File: config.mk
export PLATFORM = sky130hd
export DESIGN_NAME = mc_controller
export DESIGN_NICKNAME = d
export VERILOG_FILES = /design/src/rtl/mc_controller.sv
export SDC_FILE = /design/constraint.sdc
export NUM_CORES = 1
export LEC_CHECK = 0
export CAP_MARGIN = 20
export CORE_AREA = 4 4 41 43
export CTS_BUF_LIST = sky130_fd_sc_hd__clkbuf_4 sky130_fd_sc_hd__clkbuf_8 sky130_fd_sc_hd__clkbuf_16
export DETAILED_ROUTE_END_ITERATION = 16
export DIE_AREA = 0 0 45 47
export DONT_BUFFER_PORTS = 1
export GPL_ROUTABILITY_DRIVEN = 1
export HOLD_SLACK_MARGIN = 0.08
export REMOVE_ABC_BUFFERS = 1
export SLEW_MARGIN = 20
export SYNTH_ARGS = -nofsm -noshare
export SYNTH_HDL_FRONTEND = slang
export SYNTH_SLANG_ARGS = --single-unit
export TNS_END_PERCENT = 30
File: constraint.sdc
create_clock -name clk -period 1.4 [get_ports clk]
set_clock_uncertainty 0.2 [all_clocks]
set_input_delay 0.28 -clock clk [delete_from_list [all_inputs] [get_ports clk]]
set_output_delay 0.28 -clock clk [all_outputs]
set_load 0.01 [all_outputs]
File: src/rtl/mc_controller.sv
// Multicycle MIPS-subset control unit: Moore FSM sequencing fetch/decode/execute/memory/writeback
// and driving datapath mux selects, write enables and ALU control.
module mc_controller (
    input  logic       clk,
    input  logic       reset,
    input  logic [5:0] op,
    input  logic [5:0] funct,
    input  logic       zero,
    output logic       pcen,
    output logic       memwrite,
    output logic       irwrite,
    output logic       regwrite,
    output logic       iord,
    output logic       memtoreg,
    output logic       regdst,
    output logic       alusrca,
    output logic [1:0] alusrcb,
    output logic [1:0] pcsrc,
    output logic [2:0] alucontrol,
    output logic [3:0] state
);

    localparam logic [3:0] StFetch    = 4'd0;
    localparam logic [3:0] StDecode   = 4'd1;
    localparam logic [3:0] StMemAdr   = 4'd2;
    localparam logic [3:0] StMemRd    = 4'd3;
    localparam logic [3:0] StMemWb    = 4'd4;
    localparam logic [3:0] StMemWr    = 4'd5;
    localparam logic [3:0] StExecute  = 4'd6;
    localparam logic [3:0] StAluWb    = 4'd7;
    localparam logic [3:0] StBranch   = 4'd8;
    localparam logic [3:0] StAddiExec = 4'd9;
    localparam logic [3:0] StAddiWb   = 4'd10;
    localparam logic [3:0] StJump     = 4'd11;

    localparam logic [5:0] OpLw    = 6'b100011;
    localparam logic [5:0] OpSw    = 6'b101011;
    localparam logic [5:0] OpRtype = 6'b000000;
    localparam logic [5:0] OpBeq   = 6'b000100;
    localparam logic [5:0] OpAddi  = 6'b001000;
    localparam logic [5:0] OpJ     = 6'b000010;

    logic [3:0] state_q, state_d;
    logic       pcwrite, branch;
    logic       memwrite_m, irwrite_m, regwrite_m;
    logic [2:0] funct_alu;

    always_ff @(posedge clk) begin
        if (reset) state_q <= StFetch;
        else       state_q <= state_d;
    end

    always_comb begin
        state_d = StFetch;
        case (state_q)
            StFetch: state_d = StDecode;
            StDecode: begin
                case (op)
                    OpLw, OpSw: state_d = StMemAdr;
                    OpRtype:    state_d = StExecute;
                    OpBeq:      state_d = StBranch;
                    OpAddi:     state_d = StAddiExec;
                    OpJ:        state_d = StJump;
                    default:    state_d = StFetch;
                endcase
            end
            StMemAdr:   state_d = (op == OpLw) ? StMemRd : StMemWr;
            StMemRd:    state_d = StMemWb;
            StExecute:  state_d = StAluWb;
            StAddiExec: state_d = StAddiWb;
            default:    state_d = StFetch;
        endcase
    end

    always_comb begin
        funct_alu = 3'b010;
        case (funct)
            6'b100000: funct_alu = 3'b010;
            6'b100010: funct_alu = 3'b110;
            6'b100100: funct_alu = 3'b000;
            6'b100101: funct_alu = 3'b001;
            6'b101010: funct_alu = 3'b111;
            default:   funct_alu = 3'b010;
        endcase
    end

    always_comb begin
        pcwrite    = 1'b0;
        branch     = 1'b0;
        memwrite_m = 1'b0;
        irwrite_m  = 1'b0;
        regwrite_m = 1'b0;
        iord       = 1'b0;
        memtoreg   = 1'b0;
        regdst     = 1'b0;
        alusrca    = 1'b0;
        alusrcb    = 2'b00;
        pcsrc      = 2'b00;
        alucontrol = 3'b000;
        case (state_q)
            StFetch: begin
                alusrcb    = 2'b01;
                alucontrol = 3'b010;
                irwrite_m  = 1'b1;
                pcwrite    = 1'b1;
            end
            StDecode: begin
                alusrcb    = 2'b11;
                alucontrol = 3'b010;
            end
            StMemAdr, StAddiExec: begin
                alusrca    = 1'b1;
                alusrcb    = 2'b10;
                alucontrol = 3'b010;
            end
            StMemRd: iord = 1'b1;
            StMemWb: begin
                memtoreg   = 1'b1;
                regwrite_m = 1'b1;
            end
            StMemWr: begin
                iord       = 1'b1;
                memwrite_m = 1'b1;
            end
            StExecute: begin
                alusrca    = 1'b1;
                alucontrol = funct_alu;
            end
            StAluWb: begin
                regdst     = 1'b1;
                regwrite_m = 1'b1;
            end
            StBranch: begin
                alusrca    = 1'b1;
                alucontrol = 3'b110;
                pcsrc      = 2'b01;
                branch     = 1'b1;
            end
            StAddiWb: regwrite_m = 1'b1;
            StJump: begin
                pcsrc   = 2'b10;
                pcwrite = 1'b1;
            end
            default: ;
        endcase
    end

    // Reset masks every write enable so an interrupted instruction commits nothing.
    assign pcen     = (pcwrite | (branch & zero)) & ~reset;
    assign memwrite = memwrite_m & ~reset;
    assign irwrite  = irwrite_m & ~reset;
    assign regwrite = regwrite_m & ~reset;
    assign state    = state_q;

endmodule

==> flow_summary_export.csv, run 1 <==
group,metric,value,unit
status,status,"complete, but fails checks",
status,failed_checks,"setup timing",
drt,vias_per_cell,6.086,
critical_path,crit_chain,"nand2b_4 -> buf_6 -> mux2i_2 -> a21oi_1 -> nor2_2",
timing,setup_viol,18,
grt,antenna_found_initial,0,
critical_path,worstSetupStartpoint,"state[2]",
drt,wl_per_cell,17.51,microns
floorplanning,initial_core_util,41.35,%
timing,max_freq,0.5593,GHz
critical_path,regToRegEndpoint,"state[0]",
critical_path,worstSetupPathType,"flip-flop to output port",
flow_run,maxCapViolations,0,
drt,vias,706,
synthesis,yosys.area.top_type_share,14.88,%
critical_path,crit_fanout,4,
clock_tree,hold_buffers,3,
timing,drv_slew,0,
placed_design,io_buffers,0,
finish,largest_reg_flops,4,
grt,grt_max_degree,11,
placed_design,dp.cells,110,
critical_path,cp_data_required_time,0.92,ns
pwr,p_leak,0.3852,nW
drt,dr.pass1.iters,6,
placed_design,preCtsSetupSlack,-0.2304,ns
timing,finalWorstPathRequiredPeriod,1.788,ns
critical_path,cp-end-kind,"output port",
timing,rsz0062_at_grt,"true",
hold_path,hold_depth,3,
timing,min_period_over_period,127.7,%
finish,fin_nets,118,
synthesis,syn_avg_cell_area,7.578,sq um
floorplanning,fp.dieArea,2115,sq um
critical_path,cp.arrival,1.31,ns
critical_path,slowest_delay,0.35,ns
synthesis,synth-seq-area-share,14.88,%
clock_tree,cts_tree,"yes",
drt,drt-total-wl,2.031,mm
synthesis,synth-edff-count,0,
floorplanning,die_h,47,microns
synthesis,ys_seq_elements,4,
pwr,ir_worst_vdd,0.3184,mV
drt,drt_iter0_drc,8,
finish,area_growth,78.37,%
drt,antenna_left,0,
timing,worst_slew_pin_slew,0.4373,ns
drt,drc_errors,0,
finish,antenna_cells,0,
critical_path,reg2reg_depth,3,
synthesis,postSynth.asyncResetShare,0,%
synthesis,synth_top_area_cell,"dfxtp_1",
finish,final_cell_count_no_fill,116,
clock_tree,clock-root-buffer,"clkbuf_4",
clock_tree,cts-htree-levels,1,
synthesis,synth_warnings,0,
clock_tree,cts_sinks,4,
floorplanning,io_pins,34,
synthesis,yosysMostFrequentCell,"nor2_1",
critical_path,r2r_start,"state[1]",
synthesis,synth_area,538.0,sq um
timing,slew_headroom,70.58,%
grt,grt_pass1_wl,3.229,mm
timing,hold_violations,0,
critical_path,cp-start-kind,"flip-flop",
clock_tree,clk_latency,0.25,ns
grt,grt-ovfl-total,0,
floorplanning,chipWidth,45,microns
clock_tree,cts_setup_buffers,0,
floorplanning,core-area,1301,sq um
grt,grt_pass1_vias,727,
grt,grt_use_total,21.26,%
synthesis,synth_ff_type,"dfxtp_1",
clock_tree,numCtsBuffers,3,
synthesis,ys_types,30,
placed_design,dp.final_hpwl,1.287,mm
finish,drive_gt1_share,60.40,%
timing,setup_slack,-0.3879,ns
synthesis,syn_inst,71,
hold_path,hold_path_class,"primary input to flip-flop",
critical_path,r2r_slack,-0.25,ns
placed_design,gp_congestion,0.7776,
synthesis,yosys-top-cells-count,"12 x nor2_1, 5 x nand2_1, 5 x nor3_1",
critical_path,critPathSlowestCell,"dfxtp_4",
synthesis,synthTopCellsByArea,"dfxtp_1 15%, nor2_1 8.4%, nand3b_1 5.6%",
clock_tree,clk_pin_slew,0.04,ns
pwr,power-per-cell-area,444.1,nW/um^2
floorplanning,rows,13,
critical_path,crit_end,"regwrite",
finish,nFillCells,100,
clock_tree,cts_max_path_buffers,2,
==> through the flow <==
step	util, %	setup TNS (ns)	hold WS [ns]	total power [mW]	instance area [sq um]
final	73.75	-4.638	0.04667	0.4262	959.7
after global routing	73.75	-5.515	0.05516	0.4419	959.7
after CTS	68.46	-4.535	0.03690	0.4122	890.9
after detailed placement	55.10	-2.245	0.1748	0.2332	716.9
after global placement	55.10	-1.977	0.1736	0.2307	716.9
after floorplan	-	-3.928	0.1697	0.1864	488.0
==> how the worst min path moves through the flow <==
stage | from | end | slack (ns)
2_1_floorplan | reset | state[3] | 0.17
3_3_place_gp | reset | state[3] | 0.17
3_5_place_dp | reset | state[3] | 0.17
4_1_cts | op[4] | state[1] | 0.04
5_1_grt | op[4] | state[3] | 0.06
6_report | op[4] | state[1] | 0.05
==> cell usage in the layout, fill, tap and decap left out, drive strengths merged, types with 2 or more instances in the layout <==
master	count
a21oi	4
a2111oi	2
dfxtp	4
nand3b	4
and2b	2
nand2	5
nor3	5
a31oi	3
buf	28
a21o	2
nor2	12
nor4	2
nor3b	2
xor2	2
nand2b	5
o21bai	2
nand4	2
clkbuf	3
==> power breakdown <==
group / switching (mW) / internal [mW] / total [mW]
Combinational: 0.0632 / 0.0832 / 0.146
Clock: 0.0574 / 0.0965 / 0.154
Sequential: 0.0124 / 0.113 / 0.126
Total: 0.133 / 0.293 / 0.426
==> routing by layer <==
metal / GRT usage (%) / vias up / share of wire (%) / wire (microns)
li1: - / 330 / - / -
met1: 23.01 / 329 / 35 / 707
met2: 37.85 / 40 / 53 / 1072
met3: 4.981 / 7 / 9.4 / 191
met4: 12.28 / 0 / 2.9 / 59
met5: 0 / - / 0 / 0
==> repair_timing <==
action                                 4_1_cts  5_1_grt
endpoints found under the hold margin        3        2
gates cloned                                 0        0
setup endpoints to repair                   19       19
resized for setup                           31       17
pin swaps                                    9        7
==> cell families after synthesis <==
group / synth area share [%]
muxes: 1.861
xor gates and xnor gates: 4.885
buffers and inverters: 9.303
DFF: 14.88
AOI/OAI and AO/OA: 24.19
and+or+nand+nor: 44.88
==> cell type report <==
class | count | area, sq um | share of cell area (%)
multi-input combinational | 63 | 544.3 | 56.71
timing repair buffer | 31 | 279.0 | 29.07
sequential | 4 | 95.09 | 9.909
clock buffer | 3 | 22.52 | 2.347
tap | 15 | 18.77 | 1.956
==> critical path: cells and delay by family, from the launching register on <==
family / cells / cell delay (ns)
AOI/OAI and AO/OA: 1 / 0.11
muxes: 1 / 0.17
DFF: 1 / 0.35
and+or+nand+nor: 2 / 0.31
buffers and inverters: 1 / 0.12
(Power assumes the default switching activity.)
==> inputs of run 2 (changes only) <==
ABC_AREA = 1   (was unset)
==> flow_summary_export.csv, run 2 <==
group,metric,value,unit
placed_design,io_buffers,0,
hold_path,worstHoldStart,"op[5]",
finish,fin_nets,156,
synthesis,synth_area,548.0,sq um
critical_path,worstSetupPathType,"flip-flop to output port",
finish,antenna_cells,0,
critical_path,regToRegEndpoint,"state[1]",
hold_path,hold_path_class,"primary input to flip-flop",
pwr,ir_worst_vdd,0.5395,mV
placed_design,dp.final_hpwl,1.361,mm
critical_path,reg2reg_depth,9,
placed_design,preCtsSetupSlack,-0.1599,ns
clock_tree,cts_sinks,4,
floorplanning,fp.dieArea,2115,sq um
grt,antenna_found_initial,0,
critical_path,r2r_slack,-0.01,ns
floorplanning,initial_core_util,42.12,%
synthesis,synth-seq-area-share,14.61,%
grt,grt_pass1_wl,2.918,mm
synthesis,yosys.area.top_type_share,20.55,%
synthesis,synth_warnings,0,
critical_path,slowest_delay,0.36,ns
critical_path,cp-end-kind,"output port",
timing,finalWorstPathRequiredPeriod,1.672,ns
critical_path,cp_data_required_time,0.92,ns
drt,wl_per_cell,12.15,microns
floorplanning,chipWidth,45,microns
synthesis,synthTopCellsByArea,"inv_1 21%, nand2_1 17%, dfxtp_1 15%",
clock_tree,clk_latency,0.23,ns
critical_path,crit_chain,"buf_6 -> nand2_4 -> inv_2 -> nand2_2 -> o21ai_2 -> nand3b_1",
drt,vias_per_cell,5.013,
clock_tree,cts_tree,"yes",
timing,min_period_over_period,119.5,%
drt,drt-total-wl,1.871,mm
clock_tree,clk_pin_slew,0.04,ns
pwr,power-per-cell-area,417.1,nW/um^2
synthesis,synth_top_area_cell,"inv_1",
drt,drc_errors,0,
finish,area_growth,68.72,%
clock_tree,cts-htree-levels,1,
critical_path,crit_fanout,6,
critical_path,cp_num_buf_inv,2,
drt,dr.pass1.iters,4,
floorplanning,io_pins,34,
drt,vias,772,
synthesis,synth_ff_type,"dfxtp_1",
placed_design,post_dp_cell_area,732.0,sq um
hold_path,hold_end,"state[1]",
status,failed_checks,"setup timing",
critical_path,cp.arrival,1.19,ns
finish,final_area,924.6,sq um
placed_design,gp_congestion,0.8449,
synthesis,syn_avg_cell_area,4.937,sq um
synthesis,syn_inst,111,
finish,drive_gt1_share,46.76,%
grt,grt_use_total,18.61,%
drt,antenna_left,0,
clock_tree,cts_max_path_buffers,2,
finish,layout_common_cells,"21 x inv_1, 20 x buf_4, 19 x nand2_1, 16 x nor2_1, 9 x nand3_1",
synthesis,postSynth.asyncResetShare,0,%
floorplanning,core-area,1301,sq um
hold_path,hold_depth,4,
timing,max_freq,0.5980,GHz
timing,worst_slew_pin_slew,0.2331,ns
synthesis,synth-edff-count,0,
flow_run,maxCapViolations,0,
critical_path,r2r_start,"state[3]",
clock_tree,clock-root-buffer,"clkbuf_4",
critical_path,path_delay_family,"simple AND/OR/NAND/NOR gates",
grt,grt-ovfl-total,0,
pwr,finalPower,385.7,uW
timing,hold_violations,0,
synthesis,ys_types,17,
pwr,p_leak,0.5103,nW
timing,setup_slack,-0.2723,ns
critical_path,cp-start-kind,"flip-flop",
finish,final_common_cell,"inv_1",
timing,rsz0062_at_grt,"true",
synthesis,yosysMostFrequentCell,"inv_1",
synthesis,yosys-top-cells-count,"30 x inv_1, 25 x nand2_1, 21 x nor2_1, 9 x nand3_1, 5 x a21oi_1",
timing,setup_viol,18,
drt,drt_iter0_drc,14,
timing,drv_slew,0,
grt,grt_max_degree,7,
status,status,"complete, but fails checks",
synthesis,ys_seq_elements,4,
timing,slew_headroom,84.40,%
floorplanning,rows,13,
clock_tree,numCtsBuffers,3,
floorplanning,die_h,47,microns
finish,largest_reg_flops,4,
critical_path,critPathSlowestCell,"dfxtp_4",
grt,grt_pass1_vias,730,
-- run 2: changes by cell type after synthesis, sizes merged, moves of 3 or more --
cell / before / now
nand3b: 4 / 1
nand2: 5 / 29
nand2b: 5 / 0
nand3: 1 / 9
nor2: 12 / 24
nor3: 5 / 1
o21ai: 0 / 5
inv: 0 / 31
-- run 2: worst max path at each step --
stage / startpoint / to / slack, ns / cells after the start
3_5_place_dp: state[1] / pcen / -0.16 / 5
5_1_grt: state[0] / alusrca / -0.31 / 6
3_3_place_gp: state[1] / pcen / -0.12 / 5
2_1_floorplan: state[3] / pcen / -0.18 / 6
6_report: state[0] / alusrca / -0.27 / 6
4_1_cts: state[1] / alusrca / -0.24 / 6
-- run 2: timing repair --
action | 4_1_cts | 5_1_grt
pin swaps | 5 | 0
setup endpoints to repair | 18 | 18
hold endpoints to repair | 4 | 0
hold buffers | 1 | 0
resized for setup | 49 | 4
gates cloned | 0 | 0
setup buffers | 2 | 0
-- run 2: routing by layer --
layer | up-vias | share of wire [%] | wire length [microns] | GRT usage [%]
met5 | - | 0 | 0 | 0
met4 | 0 | 1.5 | 29 | 5.848
met3 | 4 | 6.0 | 112 | 1.916
met2 | 32 | 55 | 1036 | 40.68
met1 | 343 | 37 | 692 | 17.42
li1 | 393 | - | - | -
-- run 2: cells by family after synthesis --
kind of cell	after synthesis	share of synthesized area [%]
and+or+nand+nor	64	52.74
buffers and inverters	31	21.23
AOI/OAI and AO/OA	12	11.42
DFF	4	14.61
-- run 2: report_power, final --
part	internal [mW]	switching (mW)	total [mW]	leakage, nW
combinational	0.0574	0.0682	0.126	0.461
sequential	0.115	0.00682	0.121	0.0352
clock	0.0956	0.0431	0.139	0.0138
total	0.268	0.118	0.386	0.510
-- run 2: per-stage QoR --
step,util (%),TNS [ns],hold slack [ns],instances
6_report,71.06,-2.658,0.1250,154
5_1_grt,71.06,-3.818,0.1472,154
4_1_cts,69.81,-2.513,0.1398,154
3_5_place_dp,56.25,-0.8101,0.1556,148
3_3_place_gp,56.25,-0.6320,0.1549,148
2_1_floorplan,-,-0.4982,0.1491,111
-- run 2: area by class of cell --
class / instances / area [sq um]
multi-input cells: 76 / 459.2
fillers: 111 / 376.6
repair buffers: 25 / 207.7
inverters: 31 / 123.9
flip-flops and latches: 4 / 92.59
clock buffers: 3 / 22.52
well taps: 15 / 18.77
-- run 2: tightest hold or removal path, delay by kind of cell --
family | cells | cell delay [ns]
simple gates | 3 | 0.16
compound gates | 1 | 0.06
